==> config.mk <==
export PLATFORM = sky130hd
export DESIGN_NAME = dff_write_arbiter
export DESIGN_NICKNAME = d
export VERILOG_FILES = /design/src/rtl/dff_write_arbiter.sv
export SDC_FILE = /design/constraint.sdc
export NUM_CORES = 1
export LEC_CHECK = 0
export CAP_MARGIN = 20
export CORE_UTILIZATION = 41
export CTS_CLUSTER_DIAMETER = 100
export DETAILED_ROUTE_END_ITERATION = 10
export GPL_TIMING_DRIVEN = 0
export PLACE_DENSITY = 0.8
export SYNTH_ARGS = -nofsm -noshare
export SYNTH_HDL_FRONTEND = slang
export SYNTH_SLANG_ARGS = --single-unit
export TNS_END_PERCENT = 30
==> constraint.sdc <==
create_clock -name clk -period 2.04 [get_ports clk]
set_input_delay 0.408 -clock clk [delete_from_list [all_inputs] [get_ports clk]]
set_output_delay 0.408 -clock clk [all_outputs]
set_load 0.01 [all_outputs]
==> src/rtl/dff_write_arbiter.sv <==
// ============================================================================
// Module      : dff_write_arbiter
// Description : Round-robin write arbiter in front of a shared d_ff register
//               bank, with a four-phase handshake back to the winning requester.
//               Optional readback check: DFF_WRITE_ARB_READBACK_CHECK_EN
// Revision    : 1.0 - initial release
// ============================================================================
`default_nettype none

module dff_write_arbiter #(
    parameter int NREQ  = 4,
    parameter int WIDTH = 8
) (
    input  logic                  clk,
    input  logic                  reset_n,
    input  logic [NREQ-1:0]       req,
    input  logic [NREQ*WIDTH-1:0] wdata,
    output logic [NREQ-1:0]       gnt,
    output logic [WIDTH-1:0]      q,
    output logic                  en,
    input  logic [WIDTH-1:0]      o,
    output logic                  done,
    output logic                  busy,
    output logic                  err
);

    localparam int IDXW = (NREQ > 1) ? $clog2(NREQ) : 1;

    typedef enum logic [2:0] {
        S_IDLE  = 3'd0,
        S_LOAD  = 3'd1,
        S_WRITE = 3'd2,
        S_DONE  = 3'd3,
        S_WAIT  = 3'd4
    } state_t;

    state_t            r_state, w_state_next;
    logic [IDXW-1:0]   r_ptr, w_ptr_next;
    logic [IDXW-1:0]   r_winner, w_winner_next;
    logic [NREQ-1:0]   r_gnt, w_gnt_next;
    logic [WIDTH-1:0]  r_q, w_q_next;
    logic              r_en, w_en_next;
    logic              r_done, w_done_next;
    logic              r_busy, w_busy_next;

    logic [WIDTH-1:0]  w_words [NREQ];
    logic              w_found;
    logic [IDXW-1:0]   w_pick;
    logic [IDXW-1:0]   w_scan;

    for (genvar g = 0; g < NREQ; g++) begin : g_words
        assign w_words[g] = wdata[g*WIDTH +: WIDTH];
    end

    // First requester at or above the pointer, wrapping past NREQ-1.
    always_comb begin
        w_found = 1'b0;
        w_pick  = '0;
        w_scan  = '0;
        for (int i = 0; i < NREQ; i++) begin
            w_scan = IDXW'((int'(r_ptr) + i) % NREQ);
            if (!w_found && req[w_scan]) begin
                w_found = 1'b1;
                w_pick  = w_scan;
            end
        end
    end

    always_comb begin
        w_state_next  = r_state;
        w_ptr_next    = r_ptr;
        w_winner_next = r_winner;
        w_gnt_next    = r_gnt;
        w_q_next      = r_q;
        w_en_next     = 1'b0;
        w_done_next   = 1'b0;
        case (r_state)
            S_IDLE: begin
                if (w_found) begin
                    w_winner_next = w_pick;
                    w_gnt_next    = NREQ'(1) << w_pick;
                    w_state_next  = S_LOAD;
                end
            end
            S_LOAD: begin
                // A requester that lets go before the write is dropped without
                // advancing the pointer, so it keeps its turn.
                if (!req[r_winner]) begin
                    w_gnt_next   = '0;
                    w_state_next = S_IDLE;
                end else begin
                    w_q_next     = w_words[r_winner];
                    w_en_next    = 1'b1;
                    w_state_next = S_WRITE;
                end
            end
            S_WRITE: begin
                w_done_next  = 1'b1;
                w_state_next = S_DONE;
            end
            S_DONE: begin
                w_ptr_next   = (r_winner == IDXW'(NREQ-1)) ? '0 : r_winner + 1'b1;
                w_state_next = S_WAIT;
            end
            S_WAIT: begin
                if (!req[r_winner]) begin
                    w_gnt_next   = '0;
                    w_state_next = S_IDLE;
                end
            end
            default: begin
                w_gnt_next   = '0;
                w_state_next = S_IDLE;
            end
        endcase
        w_busy_next = (w_state_next != S_IDLE);
    end

    always_ff @(posedge clk or negedge reset_n) begin
        if (!reset_n) begin
            r_state  <= S_IDLE;
            r_ptr    <= '0;
            r_winner <= '0;
            r_gnt    <= '0;
            r_q      <= '0;
            r_en     <= 1'b0;
            r_done   <= 1'b0;
            r_busy   <= 1'b0;
        end else begin
            r_state  <= w_state_next;
            r_ptr    <= w_ptr_next;
            r_winner <= w_winner_next;
            r_gnt    <= w_gnt_next;
            r_q      <= w_q_next;
            r_en     <= w_en_next;
            r_done   <= w_done_next;
            r_busy   <= w_busy_next;
        end
    end

    assign gnt  = r_gnt;
    assign q    = r_q;
    assign en   = r_en;
    assign done = r_done;
    assign busy = r_busy;

`ifdef DFF_WRITE_ARB_READBACK_CHECK_EN
    logic r_err, w_err_next;

    // Bank output reflects the write one cycle after the enable edge, i.e. in DONE.
    always_comb begin
        w_err_next = r_err;
        if (r_state == S_DONE && o != r_q) begin
            w_err_next = 1'b1;
        end
    end

    always_ff @(posedge clk or negedge reset_n) begin
        if (!reset_n) begin
            r_err <= 1'b0;
        end else begin
            r_err <= w_err_next;
        end
    end

    assign err = r_err;
`else
    logic w_unused_o;
    assign w_unused_o = ^o;
    assign err        = 1'b0;
`endif

endmodule

`default_nettype wire

# --- Word-level counts from Yosys, hierarchy flattened ---
# Cells that the tools add are included.
# W data, S select, Z words.
classes:
  bitwise: 2
  n_mux: 32
  reduce_logical: 13
  add_sub_neg: 4
  n_eq_ne: 7
  magnitude_cmp: 6
  shifts: 1
op_table:
  columns: ["cell", "n"]
  rows:
  - ["$bmux W8 S2", 1]
  - ["$mux W8", 2]
  - ["$lt A2 B3 Y1 const B", 5]
  - ["$pmux W3 S5", 1]
  - ["$mux W1", 12]
  - ["$mux W2", 6]
  - ["$pmux W4 S3", 1]
  - ["$bmux W1 S2", 5]
  - ["$mux W4", 2]
  - ["$eq A3 B2 Y1 const B", 2]
  - ["$mux W3", 2]
  - ["$add A2 B1 Y2 const B", 2]
  - ["$add A2 B2 Y2 const B", 2]
  - ["$ne A2 B2 Y1 const B", 2]
  - ["$reduce_and A2 Y1", 2]
  - ["$reduce_or A2 Y1", 2]
  - ["$shl A1 B2 Y4 const A", 1]
  - ["$eq A3 B1 Y1 const B", 1]
  - ["$eq A3 B3 Y1 const B", 1]
  - ["$ge A3 B3 Y1 const B", 1]
  - ["$logic_and A1 B1 Y1", 3]
  - ["$logic_not A1 Y1", 3]
  - ["$logic_not A3 Y1", 1]
  - ["$not A2 Y3", 1]
  - ["4 further kinds", 4]
word_totals:
  elab_cells: 73
  reg_bits: 22
  inputBits: 46
  out_inout_bits: 16

# --- Depth between registers and ports, before layout ---
depth:
  word_depth: 15
  depth_mapped: 5

# --- Worst setup path after synthesis ---
# No wires, ideal clock.
synth_timing:
  path_type: "register -> register"
  startpoint: "register r_winner[0]"
  endpoint: "register r_q[1] (netlist: q[1])"
  stages_incl_launch_ff: 4
  synth_period_minus_slack_ps: 1607
  slack_ps: 433
  path_buffers: 1
  arrival_ps: 1482
  setup_time_ps: 125
  path_cell_list: "dfrtp_1 > buf_2 > mux4_1 > mux2_4"
synth_between:
  elab_chain_cells: 4
  elab_cells_between_ends: 7
synth_lines:
  columns: ["item", "line_no", "text"]
  rows:
  - ["start: declaration", "39", "logic [IDXW-1:0] r_winner, w_winner_next;"]
  - ["start signal: assignment", "132", "r_winner <= w_winner_next;"]
  - ["$not A2 Y3 (not written as such)", "92", "w_q_next = w_words[r_winner];"]
  - ["$bmux W8 S2", "92", null]
  - ["$mux W8 (not written as such) (2 in series)", "92", null]
  - ["end signal: assignment", "134", "r_q <= w_q_next;"]
  - ["end: declaration", "41", "logic [WIDTH-1:0] r_q, w_q_next;"]
# Several ways; a longest one is shown, not always the timed one. The select of a mux whose other input is x is not followed.
# A chain may end at the register's enable or synchronous reset.

# --- Worst setup path in the final report ---
layout_timing:
  startpoint: "input req[3]"
  endpoint: "register r_q[4] (netlist: q[4])"
layout_between:
  elab_chain_cells: 3
layout_lines:
  columns: ["item", "line_no", "text"]
  rows:
  - ["start: declaration", "16", "input logic [NREQ-1:0] req,"]
  - ["$bmux W1 S2", "88", "if (!req[r_winner]) begin"]
  - ["$mux W1 (not written as such)", "88", null]
  - ["$reduce_and A2 Y1 (no source line)", null, null]
# No other way between the ends. The select of a mux whose other input is x is not followed.

==> qor.yml <==
cts-buffers-inserted: 3
synth_cell_types: 35
synth_area_leader_cell: "dfrtp_1"
leakagePower_nw: 0.853
start_util_pct: 43.6
numPortBuffers: 52
synth_edf_count: 0
hold_path_class: "in2async"
post-cts-setup-buffer-count: 0
finalWeightedCongestion: 0.889
fin_crit_ns: 1.85
synth.cell_area_um2: 1340
setup_ws_ns: 0.191
yosys.area_share.adder_pct: 0.932
path_max_fanout: 10
avgViaCountPerCell: 5.26
drt_pre_antenna_iters: 6
grtUsageMet2_pct: 30.2
grt_overflow: 0
h-tree-depth: 1
drive_gt1_share_pct: 18.0
grt_setup_unrepaired: "no"
grt_pass1_vias: 1026
synth.avg_cell_area_um2: 12.9
r2r_setup_slack_ns: 0.28
clk_pin_slew_ns: 0.13
cap_violations: 0
chipWidth_um: 59.2
antenna_found_initial: 0
synthArstFlopShare_pct: 100
hold_viol_final: 0
synth_compound_area_share_pct: 9.51
powerDensity_nw_per_um2: 1290
startpoint: "req[3]"
cts_buffer_depth: 2
dpl.hpwl_mm: 2.07
netlist_top_cells_area: "dfrtp_1 41%, mux2_4 8.9%, mux4_2 8.4%"
worstSetupStartpointType: "input port"
ys_top_cells_by_count: "22 x dfrtp_1, 9 x nand2_1, 8 x mux2_4"
vias: 1079
use_met1_pct: 19.7
report.final.slew_viol_count: 0
track_usage_pct: 17.4
cts_sinks: 22
status: "finished clean"
grt_pass1_wl_mm: 4.42
final_min_period_over_clock_period_pct: 90.6
power_mw: 2.57
critPathKind: "in2reg"
synth-xor-area-share_pct: 0
critPathArrivalTime_ns: 2.06
final_nets: 209
grt_busiest_layer: "met2"
ys_seq_area_share_pct: 41.0
synth.most_common_cell: "dfrtp_1"
holdBufCountCts: 0
vdd_ir_drop_max_uv: 593
dp_slack_ns: -0.129
die-area_um2: 3510
ios: 62
setup.worst_path.end_class: "flip-flop"
cts_tree: "done"
reg2reg_to: "q[7]$_DFFE_PN0P_"
synth_top_family_by_area: "multiplexers"
r2r_cells: 3
tns_ns: 0
rows: 20
routed_wl_mm: 2.74
core_um2: 3080
ys_warn_count: 0
wl_per_cell_um: 13.4
num_antenna_cells: 0
synth_top_cell_area_share_pct: 41.0
die_h_um: 59.2
area_delta_synth_final_pct: 47.9
holdWs_ns: 0.332
finalSetupViolCount: 0
synth.area.mux_share_pct: 29.1
fmax_mhz: 541
met3_usage_pct: 4.80
worstPathRequired_ns: 2.25
postSynthCellCount: 104
yosys_register_bits: 22
syn_nets: 151
synthFlopType: "dfrtp_1"
cts-resized-gates: 0
drtIter0Drc: 12
insertion_delay_ns: 0.32
r2r-start: "r_winner[0]$_DFFE_PN0P_"
drc: 0
ant_nets: 0
synth_simple_gate_area_share_pct: 15.8
clock_skew_ns: 0.0109
grt_max_degree: 23
root_buffer: "clkbuf_4"
## through the flow
step,utilization (%),area [um2],cells
3_5_place_dp,62.3,1920,200
3_3_place_gp,62.3,1920,200
6_report,64.5,1990,205
2_1_floorplan,-,1340,104
5_1_grt,64.5,1990,205
4_1_cts,64.0,1970,204
## placed cells by master (no fill, tap or decap), types with 2 or more instances in the layout
cell,instances
nand2_1,9
and2b_1,4
dfrtp_1,22
nand2b_1,3
mux2i_1,3
a21o_1,2
mux4_2,5
or3b_1,2
o211ai_1,5
clkbuf_4,3
o21ai_0,6
nor2b_1,3
clkdlybuf4s50_1,52
nor2_1,2
inv_1,3
buf_2,3
mux4_1,4
mux2_4,8
mux2_2,2
## where the power goes
group / leakage (nW) / internal [mW] / switching (mW)
logic: 0.552 / 0.866 / 0.583
registers: 0.273 / 0.639 / 0.143
clock network: 0.0279 / 0.199 / 0.140
total: 0.853 / 1.70 / 0.866
## critical path: stages
cell and delay (ns):
clkdlybuf4s50_1 0.53, mux4_2 0.59, nand3_4 0.21, mux2_4 0.32
## flip-flops by register name (all words and copies together), names as in the netlist
register,count
busy,1
done,1
en,1
gnt,4
q,8
r_ptr,2
r_state,3
r_winner,2
## final cells by class
cell class                      instances  area [um2]
Timing Repair Buffer                   53         536
Fill cell                             250        1090
Multi-Input combinational cell         74         747
Sequential cell                        22         551
Clock buffer                            3        22.5
Clock inverter                          1        30.0
Inverter                                3        11.3
Tap cell                               44        55.1
Buffer                                  5        33.8
## worst max-delay path by stage
stage	end	slack [ns]
detailed placement	q[0]$_DFFE_PN0P_	-0.13
floorplan	q[1]$_DFFE_PN0P_	0.43
CTS	q[0]$_DFFE_PN0P_	0.19
finish	q[4]$_DFFE_PN0P_	0.19
global placement	q[4]$_DFFE_PN0P_	-0.11
global route	q[4]$_DFFE_PN0P_	0.19
## per-layer routing
metal / routed length, um / part of all wire (%)
met1: 1090 / 40
met5: 0 / 0
met2: 1380 / 50
met3: 218 / 8.0
met4: 56 / 2.0
## cell families after synthesis
family                   after synthesis
flip-flops                            22
adder cells (fa/ha/maj)                1
other                                  1
AO/OA/AOI/OAI                         19
multiplexers                          22
AND/OR/NAND/NOR                       31
buffers and inverters                  8
Note: power is estimated with default switching activity, not from simulation.
